<file path="src/rtl/zjh_arith_pkg.sv">
// Shared definitions for the arithmetic lab datapath blocks.
//   state_t   : sequencer states for the bit-serial units (2-bit encoding)
//   W_DEF     : default operand width
//   cnt_width : bit-counter width for a given operand width (ceil(log2 W), min 1)
package zjh_arith_pkg;

    typedef enum logic [1:0] {
        IDLE = 2'd0,
        RUN  = 2'd1,
        DONE = 2'd2
    } state_t;

    localparam int W_DEF = 4;

    function automatic int cnt_width(input int w);
        if (w <= 2) return 1;
        return $clog2(w);
    endfunction

endpackage

</file>
<file path="src/rtl/zjh_full_sub.sv">
// Combinational 1-bit full subtractor: d = a - b - bin, with borrow-out.
//   a, b  : operand bits
//   bin   : borrow in
//   d     : difference bit
//   bout  : borrow out
module zjh_full_sub (
    input  logic a,
    input  logic b,
    input  logic bin,
    output logic d,
    output logic bout
);

    assign d    = a ^ b ^ bin;
    assign bout = (~a & b) | (~(a ^ b) & bin);

endmodule

</file>
<file path="src/rtl/zjh_serial_sub.sv">
// Bit-serial W-bit subtractor, D = A - B - Bin, LSB first, one bit per clock.
//   clk, rst_n   : system clock (rising edge), async active-low reset
//   start        : request, accepted when not busy (IDLE or DONE)
//   A, B, Bin    : operands, captured on the accepting edge
//   busy         : high while the bit loop runs
//   done         : one-cycle completion pulse
//   D, Bout, ov  : difference, unsigned borrow-out, signed overflow;
//                  updated only on completion and held otherwise
//
// state | meaning
// IDLE  | waiting for start
// RUN   | consuming one operand bit per clock
// DONE  | result just registered; done pulse; may accept a new start
module zjh_serial_sub
    import zjh_arith_pkg::*;
#(
    parameter int W = W_DEF
) (
    input  logic         clk,
    input  logic         rst_n,
    input  logic         start,
    input  logic [W-1:0] A,
    input  logic [W-1:0] B,
    input  logic         Bin,
    output logic         busy,
    output logic         done,
    output logic [W-1:0] D,
    output logic         Bout,
    output logic         ov
);

    localparam int             CW       = cnt_width(W);
    localparam logic [CW-1:0]  CNT_LAST = CW'(W - 1);

    state_t         state_q, state_d;
    logic [W-1:0]   a_q, a_d, b_q, b_d, res_q, res_d, d_q, d_d;
    logic [CW-1:0]  cnt_q, cnt_d;
    logic           br_q, br_d;
    logic           a_msb_q, a_msb_d, b_msb_q, b_msb_d;
    logic           bout_q, bout_d, ov_q, ov_d;

    logic           fs_d, fs_bout;
    logic           accept, last;
    logic [W-1:0]   res_next;

    zjh_full_sub u_fs (
        .a    (a_q[0]),
        .b    (b_q[0]),
        .bin  (br_q),
        .d    (fs_d),
        .bout (fs_bout)
    );

    // A request is taken in IDLE and also in DONE, so back-to-back ops cost W+1 cycles.
    assign accept   = start && (state_q != RUN);
    assign last     = (state_q == RUN) && (cnt_q == CNT_LAST);
    assign res_next = {fs_d, res_q[W-1:1]};

    always_ff @(posedge clk or negedge rst_n) begin
        if (!rst_n) state_q <= IDLE;
        else        state_q <= state_d;
    end

    always_comb begin
        state_d = state_q;
        case (state_q)
            IDLE:    if (start) state_d = RUN;
            RUN:     if (cnt_q == CNT_LAST) state_d = DONE;
            DONE:    state_d = start ? RUN : IDLE;
            default: state_d = IDLE;
        endcase
    end

    always_comb begin
        busy = (state_q == RUN);
        done = (state_q == DONE);
        D    = d_q;
        Bout = bout_q;
        ov   = ov_q;
    end

    always_comb begin
        a_d     = a_q;
        b_d     = b_q;
        res_d   = res_q;
        cnt_d   = cnt_q;
        br_d    = br_q;
        a_msb_d = a_msb_q;
        b_msb_d = b_msb_q;
        d_d     = d_q;
        bout_d  = bout_q;
        ov_d    = ov_q;
        if (accept) begin
            a_d     = A;
            b_d     = B;
            br_d    = Bin;
            cnt_d   = '0;
            res_d   = '0;
            // Operand MSBs are kept aside because the shift registers lose them.
            a_msb_d = A[W-1];
            b_msb_d = B[W-1];
        end else if (state_q == RUN) begin
            a_d   = a_q >> 1;
            b_d   = b_q >> 1;
            br_d  = fs_bout;
            cnt_d = cnt_q + CW'(1);
            res_d = res_next;
            if (last) begin
                d_d    = res_next;
                bout_d = fs_bout;
                ov_d   = (a_msb_q != b_msb_q) && (res_next[W-1] != a_msb_q);
            end
        end
    end

    always_ff @(posedge clk or negedge rst_n) begin
        if (!rst_n) begin
            a_q     <= '0;
            b_q     <= '0;
            res_q   <= '0;
            cnt_q   <= '0;
            br_q    <= 1'b0;
            a_msb_q <= 1'b0;
            b_msb_q <= 1'b0;
            d_q     <= '0;
            bout_q  <= 1'b0;
            ov_q    <= 1'b0;
        end else begin
            a_q     <= a_d;
            b_q     <= b_d;
            res_q   <= res_d;
            cnt_q   <= cnt_d;
            br_q    <= br_d;
            a_msb_q <= a_msb_d;
            b_msb_q <= b_msb_d;
            d_q     <= d_d;
            bout_q  <= bout_d;
            ov_q    <= ov_d;
        end
    end

endmodule

</file>
<file path="config.mk">
export PLATFORM = sky130hd
export DESIGN_NAME = zjh_serial_sub
export DESIGN_NICKNAME = d
export VERILOG_FILES = /design/src/rtl/zjh_arith_pkg.sv /design/src/rtl/zjh_full_sub.sv /design/src/rtl/zjh_serial_sub.sv
export SDC_FILE = /design/constraint.sdc
export NUM_CORES = 1
export LEC_CHECK = 0
export CAP_MARGIN = 20
export CORE_UTILIZATION = 45
export CTS_CLUSTER_DIAMETER = 30
export CTS_CLUSTER_SIZE = 12
export DETAILED_ROUTE_END_ITERATION = 16
export PLACE_DENSITY = 0.73
export SLEW_MARGIN = 20
export SYNTH_ARGS = -nofsm -noshare
export SYNTH_HDL_FRONTEND = slang
export SYNTH_HIERARCHICAL = 1
export SYNTH_SLANG_ARGS = --single-unit
</file>
<file path="constraint.sdc">
create_clock -name clk -period 1.4 [get_ports clk]
set_input_delay 0.28 -clock clk [delete_from_list [all_inputs] [get_ports clk]]
set_output_delay 0.28 -clock clk [all_outputs]
set_load 0.03 [all_outputs]
</file>
After elaboration in Yosys (flattened, before gate mapping)
Index checks and enable logic that the tools add are counted.
{ "totals": {"reg_bits": 25, "input_bits": 12, "output_inout_bits": 8} }
{ "op_classes": {"add_sub_neg": 1, "n_eq_ne": 8, "mux": 14, "bitwise": 8, "n_reduce_logical": 7} }
{ "op_table": {"columns": ["cell", "count"], "rows": [
  ["2-to-1 mux 4 bit", 6],
  ["2-to-1 mux 2 bit", 4],
  ["one-hot mux 2 bit (3 select lines)", 1],
  ["equality test 2 bit (second input constant)", 2],
  ["!= test 2 x 1 -> 1 bit (second input constant)", 2],
  ["logical AND 1 bit", 3],
  ["2-to-1 mux 1 bit", 3],
  ["NOT 1 bit", 3],
  ["AND reduction 3 bit", 1],
  ["adder 2 x 1 -> 2 bit (second input constant)", 1],
  ["AND 1 bit", 2],
  ["equality test 2 x 1 -> 1 bit (second input constant)", 1],
  ["logical NOT 2 bit", 1],
  ["!= test 1 bit", 2],
  ["!= test 2 bit (second input constant)", 1],
  ["AND reduction 2 bit", 1],
  ["nonzero test 2 bit", 1],
  ["XOR 1 bit", 2],
  ["OR 1 bit", 1]
]} }

Depth between registers and ports, before layout
Gate-level depths: netlist (run 1).
{ "depth": {"ltp_word": 6, "ltp_mapped": 5, "depth_no_buf": 5} }

Modules after synthesis
Netlist (run 1), hierarchy kept.
{ "modules_own_cells": {"columns": ["module", "instances", "cells_each", "area_per_inst_um2", "seq_area_each_um2"], "rows": [
  ["zjh_serial_sub", 1, 87, 1057.3, 600.6],
  ["zjh_full_sub", 1, 4, 31.3, 0.0]
]} }

Least setup slack after synthesis (run 1)
No wires, ideal clock.
{ "synth_path": {"path_kind": "reg2reg", "from": "register a_q[0]", "to": "register ov_q, in the netlist ov", "setup_time_ns": 0.083, "arrival_ns": 1.259, "required_ns": 1.317, "slack_ns": 0.058, "path_stages_with_launch": 5, "n_path_buf": 0, "cell_sequence": "dfrtp_1 > fa_1 > nor2b_1 > a21oi_1 > o21ai_0"} }
{ "synth_via": {"elab_chain_cells": 4} }
{ "synth_lines": {"columns": ["element", "line", "rtl"], "rows": [
  ["from (decl)", "zjh_serial_sub.sv:36", "logic [W-1:0] a_q, a_d, b_q, b_d, res_q, res_d, d_q, d_d;"],
  ["from (signal assigned)", "zjh_serial_sub.sv:118", "a_q <= '0;"],
  ["from (signal assigned)", "zjh_serial_sub.sv:129", "a_q <= a_d;"],
  ["XOR 1 bit (2 in series)", "zjh_full_sub.sv:14", "assign d = a ^ b ^ bin;"],
  ["via fs_d", "zjh_serial_sub.sv:42", "logic fs_d, fs_bout;"],
  ["!= test 1 bit", "zjh_serial_sub.sv:111", "ov_d = (a_msb_q != b_msb_q) && (res_next[W-1] != a_msb_q);"],
  ["logical AND 1 bit", "zjh_serial_sub.sv:111", null],
  ["to (signal assigned)", "zjh_serial_sub.sv:138", "ov_q <= ov_d;"],
  ["to (decl)", "zjh_serial_sub.sv:40", "logic bout_q, bout_d, ov_q, ov_d;"]
]} }
The timed path passes the listed nets, and every way through them passes these cells.
A chain may end at the register's enable or synchronous reset.

Worst setup path after layout (run 1)
{ "layout_path": {"from": "register br_q", "to": "register ov_q, in the netlist ov"} }
{ "layout_via": {"elab_chain_cells": 3} }
{ "layout_lines": {"columns": ["element", "line", "rtl"], "rows": [
  ["from (decl)", "zjh_serial_sub.sv:38", "logic br_q, br_d;"],
  ["from (signal assigned)", "zjh_serial_sub.sv:133", "br_q <= br_d;"],
  ["XOR 1 bit", "zjh_full_sub.sv:14", null],
  ["via fs_d", "zjh_serial_sub.sv:42", null],
  ["!= test 1 bit", "zjh_serial_sub.sv:111", null],
  ["logical AND 1 bit", "zjh_serial_sub.sv:111", null]
]} }
The timed path passes the listed nets, and every way through them passes these cells.

==> metrics.txt, run 1 <==
Synth Area in Adders=roughly 3%; area delta synth->final=26.6%; First-pass DRT Iterations=2; Power per Cell Area=2110 mW/mm^2; Compound-Gate Fraction of Synth Area=8.74%; cell taking the most area after synthesis=dfrtp_1; Post-DP HPWL=1370 microns; CP max-delay cell=fa_1; HP Class=in2async; Worst-Margin Slew=313 ps; multiplexer share of the synthesized area=15.5%; placed cell count=139; status=completed; synthesized flop and latch total=24; Layout Skew=just over 0.8 ps; Final Hold Vio Count=0; GRT Util Overall=16.1%; level count of the clock H-tree=1; main combinational cell family by area after synthesis=multiplexers; Final period util=99.4%; gr ovfl total=0; number of diodes=0; CP Capture Type=register; Max clock buf depth=2; synth unique cells=22; GPL Wtd Cong=0.731; RR Endpoint=ov$_DFFE_PN0P_; Post-Syn Instances=91; vias per cell=roughly 5; setup TNS=0 ps; Die ar.=0.00262 sq mm; Reg2Reg Depth=5; Max Freq=about 0.7 GHz; via count=722; Worst EP required=around 1700 ps; post-layout util=61.1%; row cnt=17; Syn. warnings=6; vias in the first global route=704; final hold slack=304 ps; Leakage=between 0.6 and 0.7 nW; initial antenna violation count=0; Peak supply drop=~1.1 mV; Post-Synth XOR/XNOR Area=0%; Max Cap Viol=0; number of fillers in the final layout=210; share of cells above drive strength 1=26.3%; Slew Limit Headroom=79.2%; TritonCTS clock tree=built; Avg WL per Cell=12.7 microns; Non-Filler Instances=146; syn nets=105; setup repair after global routing missed its margin=yes; largest net degree at the start of global routing=25; area of the mapped netlist=0.00109 sq mm; Synth Area per Inst=around 12 sq um; Iter 0 DRT Violations=2; Synth area leaders=dfrtp_1 55%, mux2i_1 8.3%, mux2_2 7.2%; Clk Latency, worst-skew pair=about 310 ps; io pins=20; WL final=1850 microns; crit path time final=1390 ps; Synth top area share=a little under three fifths; Sink Count=24; Top Family by Delay on Critical Path=adder cells; flop2flop setup slack=~7.7 ps; first-pass GRT wire length=3060 microns; commonest non-fill, non-tap cells in the layout=23 x dfrtp_1, 17 x nand2_1, 11 x clkdlybuf4s50_1; sequential area share after synthesis=55.2%; max-slew violations=0; commonest non-fill, non-tap cell in the layout=dfrtp_1; CP max FO=4; crit-path cells=inv_2 > fa_1 > nor2b_1 > a21oi_1 > o21ai_1; Hold-fix buffers, CTS=0; critical path data arrival time=1640 ps; Reg2Reg Launch Point=br_q$_DFFE_PN0P_; Buffers on Ports=19; core area=approximately 0.0023 sq mm; crit path launch type=register; Worst path max stage delay=around 590 ps; clock root buffer=clkbuf_4; area share of and/or/nand/nor cells after synthesis=11.7%; drt drc=0; Worst-path clk slew=about 130 ps; initial cell density of the core=48.3%; Setup-failing EPs final=0; nets=133; worst setup path class=reg2reg; Die Ht=51.2 microns; Worst Path Buf+Inv=1; total CTS buffers=3; die width=51.2 microns; Routed Antenna Nets=0
## synthesized netlist by cell type
| cell | number |
|---|---|
| inv_4 | 1 |
| o21ai_2 | 5 |
| dfrtp_1 | 24 |
| mux2i_1 | 9 |
| ha_1 | 1 |
| nand3b_4 | 1 |
| buf_6 | 1 |
| buf_4 | 1 |
| nand3_1 | 1 |
| mux2_2 | 7 |
| o21ai_0 | 8 |
| nor3b_1 | 1 |
| nor2_1 | 2 |
| fa_1 | 1 |
| o22ai_1 | 1 |
| nor2b_1 | 1 |
| nand2_1 | 17 |
| inv_1 | 5 |
| buf_12 | 1 |
| a21oi_1 | 1 |
| nand2b_2 | 1 |
| and2b_2 | 1 |
## metrics by stage
step | setup slack (ps) | instance area, sq um | total power, mW
final | 7.72 | 1380 | 2.91
after global routing | -49.3 | 1380 | 3.12
after CTS | -17.1 | 1360 | 2.88
after detailed placement | -45.8 | 1310 | 2.54
after global placement | 19.6 | 1310 | 2.48
after floorplan | 58.2 | 1090 | 2.18
## flip-flops by register name (all words and copies together) (netlist names), 2 cells and up
name	count
b_q	4
res_q	3
state_q	2
a_q	4
D	4
cnt_q	2
## logic make-up after synthesis
kind of cell             Yosys count
multiplexers                      16
buffers and inverters              9
AND/OR/NAND/NOR                   25
AO/OA/AOI/OAI                     15
flip-flops                        24
adder cells (fa/ha/maj)            2
## repair_timing
item / 4_1_cts / 5_1_grt
resized for setup: 12 / 0
gates cloned: 0 / 0
setup endpoints to repair: 9 / 3
buffers inserted: 0 / 3
pin swaps: 2 / 0
## cell type report
class                   instances  area, sq um  share of cell area [%]
repair buffers                 26          250                    18.2
clock buffers                   4         36.3                    2.63
flip-flops and latches         24          602                    43.7
inverters                       6         25.0                    1.82
multi-input cells              58          429                    31.2
well taps                      28         35.0                    2.54
## metal layers
layer	up-vias	wire length (microns)	share of wire (%)	track usage, %
met1	349	882	48	20.8
met4	0	29	1.6	8.33
met3	4	70	3.8	2.38
met2	10	866	47	26.1
li1	359	-	-	-
met5	-	0	0	0
## power breakdown
part / internal (mW) / total, mW / switching, mW
combinational: 0.628 / 1.38 / 0.754
sequential: 0.994 / 1.17 / 0.175
clock: 0.159 / 0.360 / 0.201
## how the worst max path moves through the flow
stage | slack [ps] | to | cells past startpoint | start
2_1_floorplan | 60 | ov$_DFFE_PN0P_ | 4 | a_q[0]$_DFFE_PN0P_
3_3_place_gp | 20 | res_q[2]$_DFFE_PN0P_ | 5 | start
3_5_place_dp | -50 | res_q[3]$_DFFE_PN0P_ | 5 | start
4_1_cts | -20 | done | 2 | state_q[0]$_DFFE_PN0P_
5_1_grt | -50 | ov$_DFFE_PN0P_ | 5 | br_q$_DFFE_PN0P_
6_report | 8 | ov$_DFFE_PN0P_ | 5 | br_q$_DFFE_PN0P_
## worst reg2reg max path, delay by kind of cell, from the launching register on
kind,cells,cell delay [ps]
adder cells (fa/ha/maj),1,590
buffers and inverters,1,50
flip-flops,1,390
AND/OR/NAND/NOR,1,140
AO/OA/AOI/OAI,2,170
Note: power is estimated with default switching activity, not from simulation.
==> inputs of run 2 (changes only) <==
--- a/config.mk
+++ b/config.mk
@@ -10,6 +10,7 @@
 export CTS_CLUSTER_DIAMETER = 30
 export CTS_CLUSTER_SIZE = 12
 export DETAILED_ROUTE_END_ITERATION = 16
+export GPL_TIMING_DRIVEN = 0
 export PLACE_DENSITY = 0.73
 export SLEW_MARGIN = 20
 export SYNTH_ARGS = -nofsm -noshare
==> constraint.sdc (replaced) <==
create_clock -name clk -period 1.23 [get_ports clk]
set_input_delay 0.246 -clock clk [delete_from_list [all_inputs] [get_ports clk]]
set_output_delay 0.246 -clock clk [all_outputs]
set_load 0.03 [all_outputs]
==> metrics.txt, run 2 (synthesis results as in run 1) <==
crit path launch type=register; Slew Limit Headroom=63.5% (-16 points); share of cells above drive strength 1=38.5% (+12 points); Power per Cell Area=2550 mW/mm^2 (+21%); nets=138 (+3.8%); total net switching power=1.42 mW (+26%); met2 Use GR=30.5% (+4.4 points); Worst-path clk slew=130 ps (about the same); Critical Path Source=b_q[0]$_DFFE_PN0P_; GR peak layer=met2; Max Cap Viol=0 (unchanged); vias per cell=5.15 (+4.1%); Place WS=-562 ps (-516 ps); initial antenna violation count=0 (unchanged); row cnt=17 (unchanged); failing checks=negative setup slack; Sink Count=24 (unchanged); Layout Skew=8.71 ps (+7.90 ps); placed cell count=138 (-0.72%); setup TNS=-701 ps (-701 ps); via count=772 (+6.9%); WL final=2100 microns (+14%); io pins=20 (unchanged); first-pass GRT wire length=3350 microns (+9.5%); GRT Util Overall=17.9% (+1.8 points); Sw Share=39.7% (+0.94 points); total CTS buffers=3 (unchanged); HP Class=in2async; grt met3 use=2.68% (+0.30 points); Routed Antenna Nets=0 (unchanged); CP Capture Type=register; Clk pwr share=9.7% (-2.7 points); setup repair after global routing missed its margin=yes; First-pass DRT Iterations=3 (+1); Reg power frac=37.5% (-2.7 points); die width=51.2 microns (unchanged); routing usage on met1=22.1% (+1.3 points); largest net degree at the start of global routing=25 (unchanged); Reg2Reg Depth=5 (unchanged); Avg WL per Cell=14.0 microns (+11%); initial cell density of the core=48.3% (unchanged); Peak supply drop=1.55 mV (+36%); Max clock buf depth=2 (unchanged); core area=0.00225 sq mm (unchanged); level count of the clock H-tree=1 (unchanged); TritonCTS clock tree=built; Clk Latency, worst-skew pair=310 ps (about the same); Max Freq=0.687 GHz (-4.4%); Worst EP required=1470 ps (-180 ps); drt drc=0 (unchanged); Final Hold Vio Count=0 (unchanged); Leakage=0.685 nW (+1.6%); Non-Filler Instances=150 (+2.7%); Final WS setup=-226 ps (-234 ps); number of diodes=0 (unchanged); Worst-Margin Slew=548 ps (+236 ps); GPL Wtd Cong=0.728 (-0.40%); Final period util=118% (+19 points); CP max FO=4 (unchanged); area delta synth->final=29.1%; Setup-failing EPs final=9 (+9); commonest non-fill, non-tap cell in the layout=dfrtp_1; clock root buffer=clkbuf_4; Buffers on Ports=19 (unchanged); Die ar.=0.00262 sq mm (unchanged); gr ovfl total=0 (unchanged); Die Ht=51.2 microns (unchanged); Post-DP HPWL=1420 microns (+3.6%); final hold slack=431 ps (+126 ps); Gate power share=52.8% (+5.3 points); commonest non-fill, non-tap cells in the layout=23 x dfrtp_1, 16 x nand2_1, 10 x clkdlybuf4s50_1; Reg2Reg Launch Point=b_q[0]$_DFFE_PN0P_; post-layout util=62.3% (+1.2 points); status=complete, but fails checks; crit path time final=1460 ps (+64.0 ps); Internal=2.16 mW (+21%); max-slew violations=0 (unchanged); worst setup path class=reg2reg; Iter 0 DRT Violations=11 (+9); vias in the first global route=751 (+6.7%); critical path data arrival time=1700 ps (+60 ps)
-- run 2: cell types whose count changed in the layout (fill, tap and decap cells not counted), sizes merged --
cell / previous run / this run
inv: 6 / 5
dlygate4sd3: 0 / 1
buf: 9 / 20
clkdlybuf4s50: 11 / 10
dlygate4sd2: 6 / 0
clkbuf: 4 / 3
clkinv: 0 / 1
-- run 2: what timing repair did --
action / CTS / global route
pin swaps: 2 / 1
setup buffers: 4 / 5
hold endpoints to repair: 0 / 24
gates resized for setup: 54 / 7
endpoints found under the setup margin: 15 / 7
hold buffers: 0 / 1
-- run 2: final cells by class --
class | count | area [sq um]
Clock buffer | 3 | 22.5
Sequential cell | 24 | 602
Timing Repair Buffer | 29 | 243
Fill cell | 199 | 850
Multi-Input combinational cell | 58 | 448
Inverter | 6 | 27.5
Tap cell | 28 | 35.0
Buffer | 2 | 27.5
-- run 2: worst max-delay path, cell delays in order, from the launching register on --
cell     delay [ps]
dfrtp_1         410
inv_2            60
fa_2            480
nor3b_1         260
a21oi_2          60
o21ai_1         120
-- run 2: metrics by stage --
step / power, mW / area, sq um
floorplan: 2.48 / 1090
global placement: 2.93 / 1310
CTS: 3.47 / 1360
global route: 3.84 / 1410
detailed placement: 3.02 / 1310
finish: 3.59 / 1410
-- run 2: routing by layer --
metal,wire [microns],share of wire [%]
met1,963,46
met2,1060,50
met3,54,2.6
met4,25,1.2
met5,0,0
-- run 2: power by group through the flow --
stage,Clock (mW),Sequential (mW),Combinational [mW]
2_1_floorplan,0,1.48,1.00
3_3_place_gp,0,1.33,1.60
3_5_place_dp,0,1.35,1.66
4_1_cts,0.351,1.33,1.78
5_1_grt,0.392,1.39,2.06
6_report,0.347,1.35,1.89
-- run 2: final timing paths --
path                                                to  slack [ps]
worst max-delay path                    ov$_DFFE_PN0P_        -230
worst min-delay path              res_q[2]$_DFFE_PN0P_         430
worst max register to register          ov$_DFFE_PN0P_        -230
worst min register to register      a_q[2]$_DFFE_PN0P_         500
max in group asynchronous       state_q[0]$_DFFE_PN0P_         410
min in group clk                    a_q[2]$_DFFE_PN0P_         500
==> inputs of run 3 (changes only) <==
--- a/config.mk
+++ b/config.mk
@@ -7,7 +7,6 @@
 export LEC_CHECK = 0
 export CAP_MARGIN = 20
 export CORE_UTILIZATION = 45
-export CTS_CLUSTER_DIAMETER = 30
 export CTS_CLUSTER_SIZE = 12
 export DETAILED_ROUTE_END_ITERATION = 16
 export GPL_TIMING_DRIVEN = 0
==> results of run 3 <==
The final DEF is identical to that of run 2; final timing and power are the same.
